`config.mk`:
```
export PLATFORM = sky130hd
export DESIGN_NAME = uart_frame_tx
export DESIGN_NICKNAME = d
export VERILOG_FILES = /design/src/rtl/uart_frame_tx_pkg.sv /design/src/rtl/uart_bit_timer.sv /design/src/rtl/uart_frame_tx.sv
export SDC_FILE = /design/constraint.sdc
export NUM_CORES = 1
export LEC_CHECK = 0
export BUFFER_PORTS_ARGS = -buffer_cell sky130_fd_sc_hd__buf_2
export CAP_MARGIN = 20
export CORE_AREA = 2 2 88 90
export DETAILED_ROUTE_END_ITERATION = 10
export DIE_AREA = 0 0 90 92
export PLACE_DENSITY_LB_ADDON = 0.2
export RECOVER_POWER = 25
export SLEW_MARGIN = 20
export SYNTH_ARGS = -nofsm -noshare
export SYNTH_HDL_FRONTEND = slang
export SYNTH_SLANG_ARGS = --single-unit
export TNS_END_PERCENT = 30
```
`constraint.sdc`:
```
create_clock -name clock -period 3 [get_ports clock]
set_input_delay 0.75 -clock clock [delete_from_list [all_inputs] [get_ports clock]]
set_output_delay 0.75 -clock clock [all_outputs]
set_load 0.02 [all_outputs]
```
`src/rtl/uart_frame_tx_pkg.sv`:
```
// Shared types and constants for the UART frame transmitter and its bit timer.
package uart_frame_tx_pkg;

  typedef enum logic [2:0] {
    IDLE,
    START,
    DATA,
    PARITY,
    STOP
  } tx_state_t;

  localparam int   DATA_BITS  = 8;
  localparam logic IDLE_LEVEL = 1'b1;

endpackage

```
`src/rtl/uart_bit_timer.sv`:
```
// Bit-period down-counter: load latches the period, bit_done flags the last cycle
// of each bit while running. Written to be shared with a future receiver.
module uart_bit_timer #(
  parameter int DIV_W = 16
) (
  input  logic             clock,
  input  logic             resetb,
  input  logic             load,
  input  logic             run,
  input  logic [DIV_W-1:0] period,
  output logic             bit_done
);

  localparam logic [DIV_W-1:0] ONE = DIV_W'(1);

  logic [DIV_W-1:0] count;
  logic [DIV_W-1:0] period_q;

  always_ff @(posedge clock) begin
    if (!resetb) begin
      count    <= '0;
      period_q <= '0;
    end else if (load) begin
      period_q <= period;
      count    <= period - ONE;
    end else if (run) begin
      if (count == '0) count <= period_q - ONE;
      else             count <= count - ONE;
    end
  end

  assign bit_done = run & (count == '0);

endmodule

```
`src/rtl/uart_frame_tx.sv`:
```
// UART 8N1 transmitter with a one-byte holding buffer for gapless back-to-back frames.
// Define UART_FRAME_TX_PARITY_EN to add a parity bit (parity_odd_i selects odd parity).
//
// state  | meaning
// IDLE   | line high, waiting for a buffered byte and enable_i
// START  | start bit (low)
// DATA   | 8 data bits, LSB first
// PARITY | parity bit (only with UART_FRAME_TX_PARITY_EN)
// STOP   | stop bit(s), then IDLE or straight into START
module uart_frame_tx
  import uart_frame_tx_pkg::*;
#(
  parameter int DIV_W     = 16,
  parameter int STOP_BITS = 1,
  parameter int MIN_DIV   = 4
) (
  input  logic             clock,
  input  logic             resetb,
  input  logic             enable_i,
  input  logic [DIV_W-1:0] clkdiv_i,
  input  logic [7:0]       data_i,
  input  logic             valid_i,
`ifdef UART_FRAME_TX_PARITY_EN
  input  logic             parity_odd_i,
`endif
  output logic             ready_o,
  output logic             tx_o,
  output logic             busy_o
);

  localparam logic [DIV_W-1:0] MIN_DIV_V = DIV_W'(MIN_DIV);

  tx_state_t        state;
  logic [7:0]       buf_data;
  logic             buf_full;
  logic [7:0]       shift;
  logic [2:0]       idx;
  logic             tx;
  logic             rst_done;
  logic [DIV_W-1:0] div_eff;
  logic             bit_done;
  logic             last_stop;
  logic             start_now;
  logic             run;
  logic             handshake;
`ifdef UART_FRAME_TX_PARITY_EN
  logic             par_bit;
`endif

  assign div_eff   = (clkdiv_i < MIN_DIV_V) ? MIN_DIV_V : clkdiv_i;
  assign last_stop = (idx == 3'(STOP_BITS - 1));
  assign run       = (state != IDLE);
  assign start_now = buf_full & enable_i &
                     ((state == IDLE) | ((state == STOP) & bit_done & last_stop));
  assign ready_o   = enable_i & ~buf_full & rst_done;
  assign handshake = valid_i & ready_o;
  assign busy_o    = (state != IDLE) | buf_full;
  assign tx_o      = tx;

  uart_bit_timer #(.DIV_W(DIV_W)) u_timer (
    .clock    (clock),
    .resetb   (resetb),
    .load     (start_now),
    .run      (run),
    .period   (div_eff),
    .bit_done (bit_done)
  );

  always_ff @(posedge clock) begin
    if (!resetb) begin
      state    <= IDLE;
      tx       <= IDLE_LEVEL;
      buf_data <= '0;
      buf_full <= 1'b0;
      shift    <= '0;
      idx      <= '0;
      rst_done <= 1'b0;
`ifdef UART_FRAME_TX_PARITY_EN
      par_bit  <= 1'b0;
`endif
    end else begin
      rst_done <= 1'b1;
      // start_now and handshake are exclusive: ready_o is low while buf_full
      if (handshake) begin
        buf_data <= data_i;
        buf_full <= 1'b1;
      end
      if (start_now) begin
        state    <= START;
        tx       <= 1'b0;
        shift    <= buf_data;
        buf_full <= 1'b0;
        idx      <= '0;
`ifdef UART_FRAME_TX_PARITY_EN
        par_bit  <= (^buf_data) ^ parity_odd_i;
`endif
      end else begin
        case (state)
          IDLE: tx <= IDLE_LEVEL;
          START:
            if (bit_done) begin
              state <= DATA;
              tx    <= shift[0];
              idx   <= '0;
            end
          DATA:
            if (bit_done) begin
              if (idx == 3'(DATA_BITS - 1)) begin
                idx <= '0;
`ifdef UART_FRAME_TX_PARITY_EN
                state <= PARITY;
                tx    <= par_bit;
`else
                state <= STOP;
                tx    <= IDLE_LEVEL;
`endif
              end else begin
                idx   <= idx + 3'd1;
                shift <= shift >> 1;
                tx    <= shift[1];
              end
            end
`ifdef UART_FRAME_TX_PARITY_EN
          PARITY:
            if (bit_done) begin
              state <= STOP;
              tx    <= IDLE_LEVEL;
              idx   <= '0;
            end
`endif
          STOP:
            if (bit_done) begin
              if (last_stop) state <= IDLE;
              else           idx   <= idx + 3'd1;
            end
          default: begin
            state <= IDLE;
            tx    <= IDLE_LEVEL;
          end
        endcase
      end
    end
  end

endmodule

```
Word-level counts from Yosys, hierarchy flattened
Cells that the tools add are included.

cells by class
  bitwise operators = 13
  magnitude comparators = 1
  reductions and logical operators = 14
  equality and inequality tests = 18
  add/subtract/negate cells = 4
  mux-type cells = 27

operators with widths
  cell                                                 count
  2-to-1 mux 16 bit                                    4
  subtractor 16 x 1 -> 16 bit, second input constant   3
  2-to-1 mux 8 bit                                     4
  2-to-1 mux 3 bit                                     10
  != test 2 bit, second input constant                 9
  zero test 16 bit                                     1
  < comparator 16 x 3 -> 1 bit, second input constant  1
  != test 3 bit, second input constant                 5
  one-hot mux 3 bit (4 select lines)                   1
  AND reduction 6 bit                                  2
  one-hot mux 3 bit (3 select lines)                   1
  bitwise AND 1 bit                                    8
  equality test 3 bit, second input constant           2
  zero test 3 bit                                      2
  2-to-1 mux 1 bit                                     6
  AND reduction 3 bit                                  2
  nonzero test 2 bit                                   3
  nonzero test 3 bit                                   2
  AND reduction 5 bit                                  1
  adder 3 x 1 -> 3 bit, second input constant          1
  equality test 3 x 1 -> 1 bit, second input constant  1
  equality test 3 x 2 -> 1 bit, second input constant  1
  inverter 1 bit                                       3
  one-hot mux 1 bit (3 select lines)                   1
  other kinds (2)                                      3

word-level totals
  bits in registers = 57
  logic and storage cells = 87
  bits of input ports = 28
  output and inout port bits = 3

Depth between registers and ports, before layout
Gate-level depths: netlist (run 1).

  depth after elaboration = 8
  gate-level depth with buffers = 11
  depth with buffers taken out = 11

Cells and area by module
A second synthesis (run 1) with hierarchy kept.

second synthesis, totals
  cell total of the unflattened synthesis = 411
  area, all modules = 3224.3 um^2

modules (own cells, without submodules)
  module          area an instance (um^2)  cells each  times used  seq. area each (um^2)
  uart_bit_timer  1953.1                   248         1           640.6
  uart_frame_tx   1271.2                   163         1           500.5

Worst setup path before layout (run 1)
No wires, ideal clock.

  kind = input-to-reg
  start point = input clkdiv_i[6]
  end point = register u_timer.count[12]
  data required time = 2.942 ns
  arrival = 2.766 ns
  setup time = 0.058 ns
  slack = 0.176 ns
  path buffers = 0
  stages = 9
  path through = nor4_2 nand4_1 o21ai_0 mux2i_2 inv_1 ha_1 or3b_4 o31ai_2 o21a_1

on the way
  word-level cells in the longest chain between the ends = 4

ends and longest elaborated chain
  element                        line                  source
  start, declared                uart_frame_tx.sv:20   input logic [DIV_W-1:0] clkdiv_i,
  < comparator 16 x 3 -> 1 bit   uart_frame_tx.sv:50   assign div_eff = (clkdiv_i < MIN_DIV_V) ? MIN_DIV_V : clkdiv_i;
  2-to-1 mux 16 bit *            uart_frame_tx.sv:50
  subtractor 16 x 1 -> 16 bit *  uart_bit_timer.sv:25  count <= period - ONE;
  2-to-1 mux 16 bit *            uart_bit_timer.sv:23  end else if (load) begin
  end signal, assigned           uart_bit_timer.sv:25
  end signal, assigned           uart_bit_timer.sv:27  if (count == '0) count <= period_q - ONE;
  end signal, assigned           uart_bit_timer.sv:28  else count <= count - ONE;
  end, declared                  uart_bit_timer.sv:16  logic [DIV_W-1:0] count;

Mark *: on every way between the ends. The rest lies on a longest branch, timed or not.
A chain may end at the register's enable or synchronous reset.

Worst setup path after layout (run 1)
  start point = register u_timer.count[9]
  end point = register u_timer.count[13]

on the way
  word-level cells in the longest chain between the ends = 7
  elaborated cells between the ends (all ways) = 11
  classes of those cells = 1 x add/sub; 3 x mux; 5 x bitwise; 2 x reduce/logical

ends and longest elaborated chain
  element
  branches (longest 7 deep; another with subtractor 16 x 1 -> 16 bit)

Parallel ways; which one is timed is not known. The select of a mux whose other input is x is not followed.

==> results.yml, run 1 <==
outcome:
  outcome: "complete, no violations"
setup_path:
  worstPathRequired_ns: 3.28
  worstSetupStartpointType: "flop"
  worstSetupEndpointType: "flop"
  crit_arrival_ns: 3.08
  critPathKind: "reg2reg"
  critPathMaxFanout: 8
floorplan:
  fp.dieH_microns: 92
  core-area_sq_um: 7450
  die_x_microns: 90
  top_level_ports: 31
  row_count: 32
  initial_utilization_pct: 43.3
  die-area_sq_um: 8280
power:
  power.leakage_nw: 1.41
  peakVddDrop_mv: 0.426
  power_density_nw_per_um2: 591
route:
  via_per_inst: 5.53
  wl_per_cell_microns: 15.4
  wl_microns: 8370
  drt-pass1-iter-count: 4
  first_iter_violations: 139
  drc: 0
  antenna_left: 0
  vias: 3001
placement:
  gp_congestion: 1.00
  io_buffers: 30
  place_hpwl_microns: 5950
yosys:
  yosysWarnings: 0
  synth_top_cell_by_area: "dfxtp_1"
  ys_seq_area_share_pct: 35.4
  synth_edf_count: 0
  yosysMostFrequentCell: "nand2_1"
  synth_ff_type: "dfxtp_1"
  async_reset_ff_share_pct: 0
  postSynthAreaPerCell_sq_um: 8.23
  ys_ff_latch: 57
  synthTopCellsByArea: "dfxtp_1 (35%), nand2_1 (8.0%), a21boi_0 (7.2%)"
  syn_nets: 424
  syn_area_sq_um: 3230
  yosys-top-cells-count: "nand2_1 (69), dfxtp_1 (57), a21boi_0 (31)"
  synth_cell_types: 63
  synth_top_area_share_pct: 35.4
  syn_inst: 392
clock_network:
  clk_transition_reported_paths_ns: 0.07
  insertion_delay_ns: 0.33
  cts_hold_buf: 0
  cts_setup_buffers: 0
  cts_buffer_depth: 2
  cts_inserted_buffers: 9
  clkSinkCount: 57
  cts_tree: "built"
  ctsResizeCount: 0
  htree_levels: 3
  clockRootBuffer: "clkbuf_8"
sta:
  period_share_pct: 93.5
  rsz0062_at_grt: "false"
  fin_tns_setup_ns: 0
  worst_pin_slew_ns: 1.07
  whs_ns: 0.463
  fin_skew_ns: 0.00638
  drv_slew: 0
  max_freq_ghz: 0.357
  final-hold-violation-count: 0
  relSlewSlack_pct: 28.3
  finalSetupViolCount: 0
  period_minus_slack_ns: 2.80
flow_run:
  maxCapViolations: 0
layout:
  multi_input_comb_area_sq_um: 1950
  n_fill_cell: 739
  area_growth_pct: 17.0
  final_layout_size_suffix_gt1_share_pct: 19.5
  ff_latch_area_sq_um: 1140
  final_core_util_pct: 50.7
  diodes: 0
  nNetsFinal: 469
global_route:
  grt-ovfl-total: 0
  grt_pass1_wl_microns: 14100
  grt.total_usage_pct: 21.1
  grt_max_degree: 30
  first_global_vias: 2938
  antenna_found_initial: 0
worst_hold_path:
  min_path_type: "reg2reg"
[where the power goes]
group / internal [mW] / leakage (nW) / switching, mW
sequential: 0.793 / 0.462 / 0.0338
combinational: 0.296 / 0.851 / 0.398
clock: 0.399 / 0.0981 / 0.311
total: 1.49 / 1.41 / 0.743
[registers in the layout, indices dropped and copies added (netlist names)]
register / flops
buf_data: 8
buf_full: 1
idx: 3
rst_done: 1
shift: 8
state: 3
tx_o: 1
u_timer.count: 16
u_timer.period_q: 16
[placed cells by master, fill, tap and decap left out, types with 5 or more instances in the layout]
| cell | n |
|---|---|
| a21boi_0 | 31 |
| a21oi_1 | 27 |
| a22oi_1 | 6 |
| a31oi_1 | 6 |
| and2_1 | 5 |
| buf_2 | 26 |
| buf_4 | 25 |
| clkbuf_1 | 5 |
| clkbuf_8 | 10 |
| dfxtp_1 | 57 |
| inv_1 | 7 |
| nand2_1 | 69 |
| nand3_1 | 9 |
| nand4_1 | 5 |
| nor2_1 | 21 |
| nor3_1 | 9 |
| nor4_1 | 8 |
| o21a_1 | 8 |
| o21ai_0 | 26 |
[stage by stage]
stage	setup slack, ns	total power, mW	instance area (sq um)	std cells
6_report	0.196	2.23	3770	543
3_5_place_dp	0.0646	1.53	3590	528
3_3_place_gp	0.183	1.52	3590	528
4_1_cts	0.214	2.25	3780	543
5_1_grt	0.0536	2.35	3770	543
2_1_floorplan	0.176	1.30	3230	392
[cell families (layout without fill, tap and decap cells)]
logic type      count (synthesis)  after routing  share of synthesized area (%)
compound gates                133            133                           29.6
xor+xnor                        5              5                           1.36
fa+ha+maj                       4              4                           1.55
buf+inv                        29             78                           4.23
flops                          57             57                           35.4
mux                             6              6                           2.09
simple gates                  158            158                           25.8
[layer usage]
layer  track usage [%]  routed length, microns
met5                 0                       0
met4              7.18                     103
met3              5.51                     353
met2              33.6                    3830
met1              27.8                    4090
[final cells by class]
class,count,share of cell area [%]
clock buffers,10,3.65
inverters,7,0.696
clock inverters,5,1.49
multi-input cells,306,51.6
flip-flops and latches,57,30.2
repair buffers,56,8.92
well taps,102,3.38
[worst paths after layout]
| check | slack [ns] | from | depth (start not counted) | end |
|---|---|---|---|---|
| worst max-delay path | 0.20 | u_timer.count[9]$_SDFFE_PN0P_ | 9 | u_timer.count[13]$_SDFFE_PN0P_ |
| worst min-delay path | 0.46 | shift[3]$_SDFFE_PN0P_ | 2 | shift[3]$_SDFFE_PN0P_ |
| worst min register to register | 0.46 | shift[3]$_SDFFE_PN0P_ | 2 | shift[3]$_SDFFE_PN0P_ |
| worst max register to register | 0.20 | u_timer.count[9]$_SDFFE_PN0P_ | 9 | u_timer.count[13]$_SDFFE_PN0P_ |
[critical path, stage by stage (launching register included)]
cell      delay [ns]
dfxtp_1         0.34
nor4_1          0.44
and4_1          0.50
buf_4           0.23
a21oi_1         0.11
a2bb2o_4        0.24
nor4_4          0.41
buf_4           0.21
and3_1          0.15
o31a_1          0.12
(Power assumes the default switching activity.)
==> run 2, diff against run 1 <==
clock period = 3.2 ns   (was 3 ns; I/O delays follow)
==> run 2 against run 1 <==
Net effect: clock skew is 0.0027 ns higher; routed wire length is 2.1% lower; critical path depth stayed put; critical endpoint is now u_timer.count[12]$_SDFFE_PN0P_.
==> results.yml, run 2 (synthesized netlist as in run 1, its figures left out) <==
global_route:
  antenna_found_initial: 0
  grt_max_degree: 35
  first_global_vias: 2874
  grt-ovfl-total: 0
  grt_pass1_wl_microns: 13800
  grt.total_usage_pct: 20.9
placement:
  placed_area_sq_um: 3540
  dpl_worst_slack_ns: 0.138
  io_buffers: 30
  place_hpwl_microns: 5800
  gp_congestion: 0.904
floorplan:
  row_count: 32
  top_level_ports: 31
  core-area_sq_um: 7450
  fp.dieH_microns: 92
  die_x_microns: 90
  initial_utilization_pct: 43.3
  die-area_sq_um: 8280
sta:
  whs_ns: 0.468
  fin_skew_ns: 0.00907
  finalSetupViolCount: 0
  drv_slew: 0
  worst_slack_ns: 0.344
  worst_pin_slew_ns: 1.31
  relSlewSlack_pct: 12.4
  final-hold-violation-count: 0
  max_freq_ghz: 0.350
  period_share_pct: 89.2
  period_minus_slack_ns: 2.86
  rsz0062_at_grt: "false"
  fin_tns_setup_ns: 0
layout:
  area_growth_pct: 16.6
  final_area_sq_um: 3760
  top_regs: "u_timer.count: 16 flops, u_timer.period_q: 16 flops"
  mostFrequentLayoutCells: "nand2_1 (69), dfxtp_1 (57), a21boi_0 (31)"
  final_layout_size_suffix_gt1_share_pct: 18.6
  nNetsFinal: 463
  final_common_cell: "nand2_1"
  diodes: 0
clock_network:
  cts_tree: "built"
  insertion_delay_ns: 0.35
  clockRootBuffer: "clkbuf_8"
  cts_buffer_depth: 2
  cts_hold_buf: 0
  ctsResizeCount: 0
  cts_setup_buffers: 0
  cts_inserted_buffers: 9
  clk_transition_reported_paths_ns: 0.07
  htree_levels: 3
  clkSinkCount: 57
route:
  vias: 2991
  drc: 0
  antenna_left: 0
  drt-pass1-iter-count: 4
  via_per_inst: 5.56
  wl_per_cell_microns: 15.2
  first_iter_violations: 154
  wl_microns: 8190
power:
  peakVddDrop_mv: 0.304
  total_power_mw: 2.16
  clockPowerShare_pct: 36.0
  netSwitchingFraction_pct: 33.6
  p_comb_share_pct: 28.2
  p_switching_uw: 726
  power.leakage_nw: 1.39
  power_density_nw_per_um2: 575
  seqPwrFrac_pct: 35.9
  p_int_mw: 1.44
setup_path:
  crit_top_cell: "buf_4"
  worstSetupEndpointType: "flop"
  critPathKind: "reg2reg"
  critPathMaxFanout: 19
  ff2ff_setup_slack_ns: 0.34
  timing.rr.start: "u_timer.count[9]$_SDFFE_PN0P_"
  slowest_delay_ns: 0.51
  crit_arrival_ns: 3.15
  cp_slowest_cell: "nor4_1"
  rr_worst_depth: 9
  endpoint: "u_timer.count[12]$_SDFFE_PN0P_"
  r2r_end: "u_timer.count[12]$_SDFFE_PN0P_"
  worstPathRequired_ns: 3.49
  worstSetupStartpointType: "flop"
  crit_start: "u_timer.count[9]$_SDFFE_PN0P_"
  crit_chain: "nor4_1 > and4_1 > buf_4 > a21o_2 > a32oi_4 > buf_4 > or3b_4 > o31ai_2 > o21a_1"
worst_hold_path:
  min_path_type: "reg2reg"
outcome:
  outcome: "complete, no violations"
flow_run:
  maxCapViolations: 0
## run 2: worst min-delay path by stage
| stage | startpoint | endpoint | slack (ns) | cells past startpoint |
|---|---|---|---|---|
| floorplan | u_timer.period_q[7]$_SDFFE_PN0N_ | u_timer.period_q[7]$_SDFFE_PN0N_ | 0.44 | 2 |
| global placement | shift[3]$_SDFFE_PN0P_ | shift[3]$_SDFFE_PN0P_ | 0.45 | 2 |
| detailed placement | shift[3]$_SDFFE_PN0P_ | shift[3]$_SDFFE_PN0P_ | 0.46 | 2 |
| CTS | shift[3]$_SDFFE_PN0P_ | shift[3]$_SDFFE_PN0P_ | 0.47 | 2 |
| global route | u_timer.period_q[9]$_SDFFE_PN0N_ | u_timer.period_q[9]$_SDFFE_PN0N_ | 0.49 | 2 |
| finish | u_timer.period_q[13]$_SDFFE_PN0N_ | u_timer.period_q[13]$_SDFFE_PN0N_ | 0.47 | 2 |
## run 2: routing by layer
metal	wire, microns	track usage (%)	up-vias
met3	395	3.29	6
met4	83	11.4	0
met2	3710	32.3	65
li1	-	-	1515
met5	0	0	-
met1	4000	27.9	1405
## run 2: layout make-up
cell class / count / area (sq um)
well taps: 102 / 128
repair buffers: 50 / 292
clock buffers: 9 / 124
inverters: 7 / 26.3
flip-flops and latches: 57 / 1140
fillers: 757 / 3690
multi-input cells: 306 / 1950
clock inverters: 7 / 103
## run 2: power groups by stage
| stage | sequential, mW | clock, mW | combinational (mW) |
|---|---|---|---|
| floorplan | 0.780 | 0 | 0.440 |
| global placement | 0.790 | 0 | 0.601 |
| detailed placement | 0.790 | 0 | 0.604 |
| CTS | 0.774 | 0.799 | 0.607 |
| global route | 0.779 | 0.830 | 0.670 |
| finish | 0.775 | 0.777 | 0.608 |
## run 2: worst max-delay path, delay by kind of cell (launching register included)
kind | cells | cell delay, ns
flip-flops | 1 | 0.33
AO/OA/AOI/OAI | 4 | 0.69
buffers and inverters | 2 | 0.48
AND/OR/NAND/NOR | 3 | 1.29
## run 2: per-stage QoR
| stage | util, % | std cells |
|---|---|---|
| final | 50.5 | 538 |
| after floorplan | - | 392 |
| after detailed placement | 47.6 | 522 |
| after global routing | 50.5 | 538 |
| after CTS | 50.6 | 538 |
| after global placement | 47.6 | 522 |
